`src/rtl/wb_port_arbiter.sv`:
```
// ---------------------------------------------------------------------------
// wb_port_arbiter
//
// Shares the single register-file write port between several writeback
// sources (main pipeline WB, mul/div unit, out-of-order load return).
// At most one request with a nonzero destination is granted per cycle. The
// granted write is registered and presented to the register file on the
// following cycle.
//
// Handshake: requester i transfers in a cycle where req_valid_in[i] and
// req_ready_out[i] are both 1. Until then the requester holds valid, addr
// and data stable. req_ready_out is combinational from the request inputs
// and the wait-counter state only.
//
// Requests to x0 (addr 0) are accepted at once. They never take the port
// and never produce a write.
//
// Optional feature macro: WB_ARB_STARVE_GUARD_EN
//   defined   : a per-requester 4-bit wait counter is built. A requester
//               blocked STARVE_LIMIT consecutive cycles is granted next,
//               ahead of every non-starved requester.
//   undefined : strict fixed priority (index 0 highest). STARVE_LIMIT is
//               ignored.
//
// Parameters:
//   NREQ         number of requesters (2..8), index 0 highest priority
//   STARVE_LIMIT blocked cycles before a forced grant (1..15)
//   GW           width of the grant index
//
// Ports:
//   clk                 rising-edge clock
//   rst                 asynchronous, active-low reset
//   req_valid_in        request valid, one bit per requester
//   req_addr_in         destination register, 5 bits per requester
//   req_data_in         write data, 32 bits per requester
//   req_ready_out       request accepted this cycle (combinational)
//   wb_write_addr_out   registered write address
//   wb_write_data_out   registered write data
//   wb_reg_write_en_out registered write enable
//   wb_grant_id_out     index of the requester whose write is on the port
//   busy_out            some valid nonzero-address request is blocked
//                       this cycle (combinational)
// ---------------------------------------------------------------------------
module wb_port_arbiter #(
    parameter int NREQ         = 3,
    parameter int STARVE_LIMIT = 4,
    parameter int GW           = $clog2(NREQ)
) (
    input  logic               clk,
    input  logic               rst,
    input  logic [NREQ-1:0]    req_valid_in,
    input  logic [NREQ*5-1:0]  req_addr_in,
    input  logic [NREQ*32-1:0] req_data_in,
    output logic [NREQ-1:0]    req_ready_out,
    output logic [4:0]         wb_write_addr_out,
    output logic [31:0]        wb_write_data_out,
    output logic               wb_reg_write_en_out,
    output logic [GW-1:0]      wb_grant_id_out,
    output logic               busy_out
);

    // Requests that compete for the port (valid, nonzero destination).
    logic [NREQ-1:0] contend;
    // Requests to x0, accepted without using the port.
    logic [NREQ-1:0] x0_req;
    // Competing requesters whose wait counter reached the limit.
    logic [NREQ-1:0] starved;

    logic [NREQ-1:0] grant_vec;
    logic            grant_any;
    logic [GW-1:0]   grant_idx;
    logic [4:0]      grant_addr;
    logic [31:0]     grant_data;

    // -----------------------------------------------------------------------
    // Request decode
    // -----------------------------------------------------------------------
    always_comb begin
        contend = '0;
        x0_req  = '0;
        for (int i = 0; i < NREQ; i++) begin
            contend[i] = req_valid_in[i] && (req_addr_in[5*i +: 5] != 5'd0);
            x0_req[i]  = req_valid_in[i] && (req_addr_in[5*i +: 5] == 5'd0);
        end
    end

`ifdef WB_ARB_STARVE_GUARD_EN
    // -----------------------------------------------------------------------
    // Starvation guard: count consecutive blocked cycles per requester
    // -----------------------------------------------------------------------
    localparam logic [3:0] LIMIT = 4'(STARVE_LIMIT);

    logic [3:0] wait_cnt [NREQ];

    always_comb begin
        starved = '0;
        for (int i = 0; i < NREQ; i++) begin
            starved[i] = contend[i] && (wait_cnt[i] == LIMIT);
        end
    end

    // Counter counts only while the request is pending and blocked. It
    // clears on acceptance, when the request drops, and for x0 requests,
    // which are always accepted.
    always_ff @(posedge clk or negedge rst) begin
        if (!rst) begin
            for (int i = 0; i < NREQ; i++) begin
                wait_cnt[i] <= 4'd0;
            end
        end else begin
            for (int i = 0; i < NREQ; i++) begin
                if (contend[i] && !grant_vec[i]) begin
                    if (wait_cnt[i] != LIMIT) begin
                        wait_cnt[i] <= wait_cnt[i] + 4'd1;
                    end
                end else begin
                    wait_cnt[i] <= 4'd0;
                end
            end
        end
    end
`else
    // Strict fixed priority: no requester is ever treated as starved.
    assign starved = '0;

    // STARVE_LIMIT has no effect in this build; tie it off explicitly.
    logic unused_starve_limit;
    assign unused_starve_limit = (STARVE_LIMIT != 0);
`endif

    // -----------------------------------------------------------------------
    // Arbitration: lowest-index starved requester first, otherwise the
    // lowest-index competing requester. Starved is a subset of contend, so
    // a grant always goes to a valid nonzero-address request.
    // -----------------------------------------------------------------------
    always_comb begin
        grant_vec  = '0;
        grant_any  = 1'b0;
        grant_idx  = '0;
        grant_addr = 5'd0;
        grant_data = 32'd0;
        if (|starved) begin
            for (int i = 0; i < NREQ; i++) begin
                if (starved[i] && !grant_any) begin
                    grant_any    = 1'b1;
                    grant_vec[i] = 1'b1;
                    grant_idx    = GW'(i);
                    grant_addr   = req_addr_in[5*i +: 5];
                    grant_data   = req_data_in[32*i +: 32];
                end
            end
        end else begin
            for (int i = 0; i < NREQ; i++) begin
                if (contend[i] && !grant_any) begin
                    grant_any    = 1'b1;
                    grant_vec[i] = 1'b1;
                    grant_idx    = GW'(i);
                    grant_addr   = req_addr_in[5*i +: 5];
                    grant_data   = req_data_in[32*i +: 32];
                end
            end
        end
    end

    assign req_ready_out = x0_req | grant_vec;
    assign busy_out      = |(contend & ~grant_vec);

    // -----------------------------------------------------------------------
    // Output register: load on a grant, otherwise drop enable and hold the
    // last address, data and id.
    // -----------------------------------------------------------------------
    always_ff @(posedge clk or negedge rst) begin
        if (!rst) begin
            wb_write_addr_out   <= 5'd0;
            wb_write_data_out   <= 32'd0;
            wb_reg_write_en_out <= 1'b0;
            wb_grant_id_out     <= '0;
        end else begin
            wb_reg_write_en_out <= grant_any;
            if (grant_any) begin
                wb_write_addr_out <= grant_addr;
                wb_write_data_out <= grant_data;
                wb_grant_id_out   <= grant_idx;
            end
        end
    end

endmodule

```
`config.mk`:
```
export PLATFORM = sky130hd
export DESIGN_NAME = wb_port_arbiter
export DESIGN_NICKNAME = d
export VERILOG_FILES = /design/src/rtl/wb_port_arbiter.sv
export SDC_FILE = /design/constraint.sdc
export NUM_CORES = 1
export LEC_CHECK = 0
export ABC_CLOCK_PERIOD_IN_PS = 2750
export CAP_MARGIN = 10
export CORE_ASPECT_RATIO = 0.9
export CORE_MARGIN = 1
export CORE_UTILIZATION = 36
export CTS_CLUSTER_DIAMETER = 40
export DETAILED_ROUTE_END_ITERATION = 12
export PLACE_DENSITY = 0.81
export SLEW_MARGIN = 20
export SYNTH_ARGS = -nofsm -noshare
export SYNTH_HDL_FRONTEND = slang
export SYNTH_SLANG_ARGS = --single-unit
```
`constraint.sdc`:
```
create_clock -name clk -period 2.75 [get_ports clk]
set_clock_uncertainty 0.2 [all_clocks]
set_input_delay 0.4125 -clock clk [delete_from_list [all_inputs] [get_ports clk]]
set_output_delay 0.4125 -clock clk [all_outputs]
set_load 0.02 [all_outputs]
```
==> impl_metrics.csv, run 1 <==
group,metric,value,unit
placement,globalplace.congestion,0.8700,
clocking,cts_hold_buf,0,
clocking,clock_path_buffers,2,
worst_setup_path,path_buf_inv,3,
layout,nNetsFinal,553,
floorplanning,die-area,0.007029,mm²
detailed_routing,wl,9234,µm
pwr,power_leakage,1.700,nW
logic_synthesis,syn_area_per_cell,8.799,µm²
logic_synthesis,synth_area_leaders,"dfrtp_1 42%, a311oi_1 13%, o2bb2ai_1 13%",
logic_synthesis,syn_area,0.002411,mm²
clocking,postCtsSetupBuffers,0,
pwr,powerDensity,457.8,mW/mm²
clocking,cts.sinks,40,
grt,grt_pass1_vias,2978,
logic_synthesis,ys_seq_area_share,41.52,%
clocking,insertion_delay,0.28,ns
logic_synthesis,ys_top_cells_by_count,"40 x dfrtp_1, 39 x nand2_1, 39 x nor2_1",
sta,rsz0062_at_grt,"false",
grt,antenna_found_initial,0,
detailed_routing,wl_per_cell,17.59,µm
layout,area_delta_synth_final,79.81,%
grt,globalRouteOverflowTotal,0,
floorplanning,pin_count,160,
sta,fmax,377.9,MHz
sta,hold-worst-slack,0.04559,ns
logic_synthesis,yosysWarningCount,0,
worst_setup_path,path_cells,"clkdlybuf4s50_1, or4_4, o21a_4, buf_4, a21oi_2, nor2_1, buf_4",
clocking,tritoncts,"built",
detailed_routing,first_iter_violations,150,
placement,port_buffers,159,
floorplanning,rows,27,
worst_hold_path,hold_class,"in2async",
worst_setup_path,arrival,2.03,ns
sta,fin_crit,2.646,ns
sta,finalCritPeriodShare,96.22,%
worst_setup_path,cp_max_fo,4,
layout,drive_gt1_share,10.96,%
logic_synthesis,netlist-cell-type-count,22,
floorplanning,die_w,88.27,µm
pwr,vdd_drop_max,324.8,µV
grt,grt_pass1_wl,14210,µm
detailed_routing,vias,3021,
sta,finalHoldViolations,0,
layout,utilization,69.00,%
clocking,htree_levels,2,
sta,tns,0,ns
layout,antennaDiodeCount,0,
worst_setup_path,crit_family,"buffers and inverters",
worst_setup_path,crit_path_end_kind,"primary output",
sta,maxSlewViolCount,0,
worst_setup_path,cpMaxStageDelayCell,"or4_4",
floorplanning,die_h,79.64,µm
detailed_routing,ant_nets,0,
sta,setup_violations,0,
floorplanning,start_util,38.37,%
worst_setup_path,path_class,"in2out",
grt,track_usage,26.14,%
status,outcome,"finished clean",
logic_synthesis,yosys_most_used_dff,"dfrtp_1",
logic_synthesis,synthCells,274,
logic_synthesis,synthArstFlopShare,100.0,%
logic_synthesis,synth_top_cell_by_area,"dfrtp_1",
sta,worstMarginPinSlew,0.8945,ns
worst_setup_path,critPathMaxStageDelay,0.50,ns
detailed_routing,drc,0,
worst_setup_path,cp-start-kind,"primary input",
logic_synthesis,synthesis.nets,390,
job,drv_cap,0,
sta,post-route-worst-setup-slack,0.1039,ns
logic_synthesis,synth_seq_cells,40,
floorplanning,fp.coreArea,0.006284,mm²
worst_setup_path,cp_common_cell,"buf_4",
sta,slew_headroom,40.37,%
detailed_routing,dr.pass1.iters,5,
placement,place_ws,-0.3994,ns
logic_synthesis,synth_edf_count,0,
grt,grt_start_max_net_pins,41,
clocking,cts_inserted_buffers,5,
detailed_routing,viasPerCell,5.754,
logic_synthesis,synth_top_area_share,41.52,%
placement,hpwl,6549,µm
clocking,clk_pin_slew,0.08,ns
worst_setup_path,required,2.14,ns
clocking,cts-root-buf,"clkbuf_8",
logic_synthesis,yosysMostFrequentCell,"dfrtp_1",
## timing repair
action                                  CTS  global route
hold endpoints to repair                  0             0
pin swaps                                 0             2
endpoints found under the setup margin    3             3
gates resized for setup                  14             6
## registers in the layout (all words and copies together), names as in the netlist
signal               flops
wb_reg_write_en_out      1
wb_write_addr_out        5
wb_write_data_out       32
wb_grant_id_out          2
## kinds of logic after synthesis
group           synth area share [%]
simple gates                   15.41
buf+inv                        6.590
flops                          41.52
compound gates                 36.48
## metal layers
layer  GRT usage (%)  share of wire, %  wire length, µm  up-vias
li1                -                 -                -     1360
met1           32.44                40             3736     1477
met2           46.38                50             4585      171
met3           4.550               8.5              784       13
met4           6.935               1.4              127        0
met5               0                 0                0        -
## metrics by stage
stage          instances  instance area, µm²  power, mW
2_1_floorplan        274                2411     0.9410
3_3_place_gp         517                4170      1.316
3_5_place_dp         517                4170      1.327
4_1_cts              525                4337      1.996
5_1_grt              525                4335      2.071
6_report             525                4335      1.985
## report_power, final
group / total, mW / switching [mW] / internal, mW
Clock: 0.664 / 0.210 / 0.454
Sequential: 0.684 / 0.0362 / 0.648
Combinational: 0.636 / 0.296 / 0.340
Total: 1.98 / 0.542 / 1.44
## placed cells by master (no fill, tap or decap), types with 2 or more instances in the layout
cell type / instances
a32oi_1: 2
clkdlybuf4s50_1: 153
o21a_1: 3
dlymetal6s2s_1: 2
bufinv_16: 3
nand2_1: 39
a311oi_1: 35
buf_4: 27
or4_4: 2
o21ai_0: 3
and2_1: 3
dfrtp_1: 40
nor2_1: 38
a21oi_1: 33
clkbuf_8: 5
o2bb2ai_1: 35
buf_2: 3
## worst paths after layout
path | slack [ns] | from | depth (start not counted) | to
max in group asynchronous | 1.74 | rst | 1 | wb_write_data_out[9]
worst max-delay path | 0.10 | req_addr_in[2] | 7 | busy_out
worst min register to register | 0.29 | wb_write_data_out[14] | 1 | wb_write_data_out[14]
worst min-delay path | 0.05 | rst | 1 | wb_write_data_out[4]
min in group clk | 0.22 | req_addr_in[3] | 3 | wb_write_addr_out[3]
worst max register to register | 1.86 | wb_grant_id_out[0] | 2 | wb_grant_id_out[0]
## layout make-up
type                            count  area (µm²)
Tap cell                           87       108.9
Inverter                            2       7.507
Multi-Input combinational cell    202        1265
Fill cell                         517        1948
Clock buffer                        5       68.82
Sequential cell                    40        1001
Clock inverter                      3       90.09
Timing Repair Buffer              186        1794
## worst register-to-register path, stage by stage (launching register included)
cell and delay [ns]:
dfrtp_1 0.40, a21oi_1 0.13, nor2_1 0.05
(Power assumes the default switching activity.)
==> run 2, diff against run 1 <==
Settings changed: SKIP_CTS_REPAIR_TIMING from default to 1.
==> impl_metrics.csv, run 2 (synthesis results as in run 1) <==
group,metric,value,unit
worst_setup_path,cp_max_fo,4,
layout,seq_area,0.001001,mm²
clocking,cts.sinks,40,
floorplanning,pin_count,160,
detailed_routing,drc,0,
clocking,insertion_delay,0.28,ns
worst_setup_path,ff2ff_setup_slack,1.86,ns
pwr,power_frac_clock,33.5,%
layout,largest-register,"wb_write_data_out",
sta,maxSlewViolCount,0,
layout,drive_gt1_share,10.96,%
grt,grt_pass1_wl,14240,µm
pwr,power_switching,0.5414,mW
floorplanning,start_util,38.37,%
pwr,pwr-share-seq,34.5,%
clocking,clk_pin_slew,0.08,ns
pwr,p_int,1.443,mW
layout,largest_reg_flops,32,
clocking,cts_inserted_buffers,5,
grt,antenna_found_initial,0,
detailed_routing,wl_per_cell,17.48,µm
floorplanning,die-area,0.007029,mm²
detailed_routing,first_iter_violations,144,
sta,fin_crit,2.678,ns
worst_setup_path,path_class,"in2out",
worst_setup_path,critPathMaxStageDelay,0.53,ns
clocking,cts-root-buf,"clkbuf_8",
placement,hpwl,6549,µm
grt,grt_start_max_net_pins,41,
sta,setup_violations,0,
sta,fmax,373.4,MHz
worst_hold_path,hold_class,"in2async",
layout,final_cell_mix,"154 x clkdlybuf4s50_1, 40 x dfrtp_1, 39 x nand2_1",
worst_setup_path,crit_family,"buffers and inverters",
grt,track_usage,26.18,%
placement,port_buffers,159,
floorplanning,fp.coreArea,0.006284,mm²
layout,utilization,68.96,%
detailed_routing,wl,9175,µm
worst_setup_path,path_cells,"clkdlybuf4s50_1, or4_4, o21a_4, buf_4, a21oi_2, nor2_1, buf_4",
clocking,clock_path_buffers,2,
layout,antennaDiodeCount,0,
detailed_routing,dr.pass1.iters,5,
placement,dpl_cell_area,0.004170,mm²
pwr,powerDensity,458.0,mW/mm²
floorplanning,die_h,79.64,µm
grt,grt_pass1_vias,2975,
layout,post-route-cell-area,0.004333,mm²
worst_setup_path,path_buf_inv,3,
sta,finalHoldViolations,0,
pwr,sw_frac_of_total,27.28,%
worst_setup_path,cp-start-kind,"primary input",
worst_setup_path,arrival,2.07,ns
clocking,htree_levels,2,
pwr,vdd_drop_max,324.9,µV
worst_setup_path,crit_path_end_kind,"primary output",
worst_setup_path,cpMaxStageDelayCell,"or4_4",
clocking,tritoncts,"built",
floorplanning,rows,27,
layout,multi_input_comb_area,0.001265,mm²
pwr,power_leakage,1.690,nW
grt,globalRouteOverflowTotal,0,
worst_setup_path,cp_common_cell,"buf_4",
layout,finalNonFillerCells,525,
status,outcome,"finished clean",
worst_setup_path,required,2.14,ns
pwr,power_frac_comb,32.0,%
detailed_routing,viasPerCell,5.714,
sta,finalCritPeriodShare,97.39,%
placement,globalplace.congestion,0.8700,
layout,final_common_cell,"clkdlybuf4s50_1",
sta,worstMarginPinSlew,0.8988,ns
floorplanning,die_w,88.27,µm
layout,area_delta_synth_final,79.71,%
detailed_routing,vias,3000,
detailed_routing,ant_nets,0,
sta,slew_headroom,40.08,%
placement,dp.cells,517,
layout,num-fill-cells,517,
job,drv_cap,0,
layout,nNetsFinal,553,
layout,largestRegisters,"wb_write_data_out (32), wb_write_addr_out (5), wb_grant_id_out (2)",
run 2: final cells by class:
| class | count | area share [%] |
|---|---|---|
| timing repair buffer | 186 | 41.35 |
| multi-input combinational | 202 | 29.19 |
| clock inverter | 3 | 2.079 |
| sequential | 40 | 23.10 |
| tap | 87 | 2.512 |
| clock buffer | 5 | 1.588 |
| inverter | 2 | 0.1733 |
run 2: power groups by stage:
| stage | clock [mW] | combinational, mW | sequential [mW] |
|---|---|---|---|
| after floorplan | 0 | 0.174 | 0.767 |
| after global placement | 0 | 0.625 | 0.692 |
| after detailed placement | 0 | 0.634 | 0.693 |
| after CTS | 0.676 | 0.636 | 0.684 |
| after global routing | 0.704 | 0.676 | 0.691 |
| final | 0.666 | 0.635 | 0.684 |
run 2: per-layer routing:
metal,global-route usage (%),part of all wire (%),vias up
met5,0,0,-
met4,6.935,1.4,0
met3,4.550,8.4,13
met2,46.31,50,168
met1,32.64,40,1461
li1,-,-,1358
run 2: worst reg2reg max path, stage by stage, from the launching register on:
cell and delay (ns):
dfrtp_1 0.40, a21oi_1 0.13, nor2_1 0.05
run 2: path summary, 6_finish.rpt:
| kind | startpoint | to | depth (start not counted) |
|---|---|---|---|
| setup / recovery | req_addr_in[1] | busy_out | 7 |
| setup reg to reg | wb_grant_id_out[0] | wb_grant_id_out[0] | 2 |
| hold reg to reg | wb_write_data_out[14] | wb_write_data_out[14] | 1 |
| hold / removal | rst | wb_write_data_out[4] | 1 |
| min in group clk | req_addr_in[3] | wb_write_addr_out[3] | 3 |
| max in group asynchronous | rst | wb_write_data_out[7] | 1 |
run 2: per-stage QoR:
stage | TNS [ns] | power (mW) | setup WS [ns] | hold WS, ns
finish | 0 | 1.984 | 0.07166 | 0.04614
global route | -0.002150 | 2.071 | -0.002150 | 0.1246
CTS | -1.142 | 1.996 | -0.4085 | 0.09057
detailed placement | -7.513 | 1.327 | -0.3994 | 0.2763
global placement | -5.168 | 1.316 | -0.3419 | 0.2694
floorplan | 0 | 0.9410 | 0.1081 | -0.08309
==> run 3, diff against run 2 <==
Settings changed: CORE_ASPECT_RATIO 0.9 to 0.6.
==> impl_metrics.csv, run 3 (synthesis results as in run 1) <==
group,metric,value,unit
placement,dp.cells,515,
worst_setup_path,cp_max_fo,4,
pwr,p_int,1.193,mW
floorplanning,fp.coreArea,0.006276,mm²
pwr,power_frac_clock,23.8,%
floorplanning,rows,22,
clocking,clock_path_buffers,2,
floorplanning,die_h,65.39,µm
worst_hold_path,hold_class,"in2async",
detailed_routing,wl_per_cell,17.37,µm
sta,finalHoldViolations,0,
sta,maxSlewViolCount,0,
pwr,vdd_drop_max,203.1,µV
detailed_routing,wl,9083,µm
clocking,htree_levels,2,
layout,antennaDiodeCount,0,
placement,port_buffers,159,
detailed_routing,first_iter_violations,144,
detailed_routing,drc,0,
pwr,pwr-share-seq,39.7,%
worst_setup_path,startpoint,"req_addr_in[0]",
floorplanning,die-area,0.007039,mm²
layout,final_common_cell,"clkdlybuf4s50_1",
worst_setup_path,arrival,2.07,ns
job,drv_cap,0,
grt,globalRouteOverflowTotal,0,
status,outcome,"finished clean",
sta,finalCritPeriodShare,97.54,%
floorplanning,die_w,107.7,µm
layout,drive_gt1_share,10.71,%
clocking,insertion_delay,0.29,ns
grt,antenna_found_initial,0,
grt,grt_start_max_net_pins,41,
worst_setup_path,required,2.14,ns
floorplanning,start_util,38.42,%
clocking,clk_pin_slew,0.07,ns
worst_setup_path,crit_path_end_kind,"primary output",
grt,grt_pass1_wl,14350,µm
grt,track_usage,26.62,%
pwr,powerDensity,405.6,mW/mm²
worst_setup_path,rr_startpoint,"wb_grant_id_out[1]",
layout,final_cell_mix,"155 x clkdlybuf4s50_1, 40 x dfrtp_1, 39 x nand2_1",
sta,setup_violations,0,
sta,fmax,372.8,MHz
pwr,power_switching,0.5332,mW
worst_setup_path,rr_worst_depth,1,
layout,largestRegisters,"wb_write_data_out (32), wb_write_addr_out (5), wb_grant_id_out (2)",
detailed_routing,viasPerCell,5.541,
clocking,tritoncts,"built",
clocking,cts.sinks,40,
detailed_routing,vias,2898,
worst_setup_path,cp-start-kind,"primary input",
clocking,cts_inserted_buffers,5,
layout,finalNonFillerCells,523,
pwr,power_leakage,1.649,nW
layout,largest-register,"wb_write_data_out",
worst_setup_path,path_class,"in2out",
sta,worstMarginPinSlew,0.9166,ns
detailed_routing,dr.pass1.iters,4,
floorplanning,pin_count,160,
pwr,sw_frac_of_total,30.89,%
sta,fin_crit,2.682,ns
layout,area_delta_synth_final,76.49,%
layout,largest_reg_flops,32,
sta,slew_headroom,38.89,%
placement,globalplace.congestion,0.8488,
clocking,cts-root-buf,"clkbuf_8",
pwr,power_frac_comb,36.5,%
placement,hpwl,6666,µm
grt,grt_pass1_vias,2852,
layout,nNetsFinal,554,
sta,hold-worst-slack,0.05310,ns
detailed_routing,ant_nets,0,
## run 3: changes by cell type in the layout (fill, tap and decap cells not counted)
cell / delta
clkbuf_1: +2
buf_12: -1
dlymetal6s2s_1: -1
clkbuf_8: +1
buf_4: +1
nor2_4: +1
buf_2: +1
nor2_2: -1
clkdlybuf4s50_1: +1
bufinv_16: -3
## run 3: worst paths after layout
path | end | slack (ns)
hold reg to reg | wb_write_data_out[18] | 0.29
hold / removal | wb_write_data_out[23] | 0.05
setup / recovery | busy_out | 0.07
max in group asynchronous | wb_write_data_out[6] | 1.72
setup reg to reg | wb_grant_id_out[1] | 1.86
min in group clk | wb_write_data_out[18] | 0.29
## run 3: power groups by stage
stage               combinational [mW]  clock [mW]  sequential (mW)
finish                           0.630       0.411            0.685
global route                     0.673       0.456            0.693
CTS                              0.632       0.421            0.685
detailed placement               0.630           0            0.694
global placement                 0.621           0            0.695
floorplan                        0.174           0            0.767
## run 3: area by class of cell
type | count | area [µm²]
Tap cell | 84 | 105.1
Inverter | 2 | 7.507
Fill cell | 528 | 2021
Sequential cell | 40 | 1001
Clock buffer | 8 | 90.09
Timing Repair Buffer | 187 | 1782
Multi-Input combinational cell | 202 | 1270
## run 3: through the flow
stage	cell area [µm²]	util (%)	TNS [ns]	power [mW]	setup WS [ns]
global route	4255	67.80	-0.003871	1.823	-0.003871
floorplan	2411	-	0	0.9410	0.1081
CTS	4252	67.74	-1.137	1.738	-0.4071
finish	4255	67.80	0	1.726	0.06756
detailed placement	4161	66.31	-2.910	1.324	-0.3932
global placement	4161	66.31	-1.805	1.316	-0.3793
## run 3: per-layer routing
metal / up-vias / routed length [µm] / track usage, %
met3: 5 / 906 / 7.937
met1: 1396 / 4058 / 34.68
met4: 0 / 43 / 4.966
met2: 135 / 4074 / 44.15
met5: - / 0 / 0
li1: 1362 / - / -
## run 3: critical path, cell delays in order
cell,delay [ns]
clkdlybuf4s50_1,0.42
or4_4,0.55
o21a_4,0.24
buf_4,0.14
a21oi_2,0.11
nor2_1,0.04
buf_2,0.15
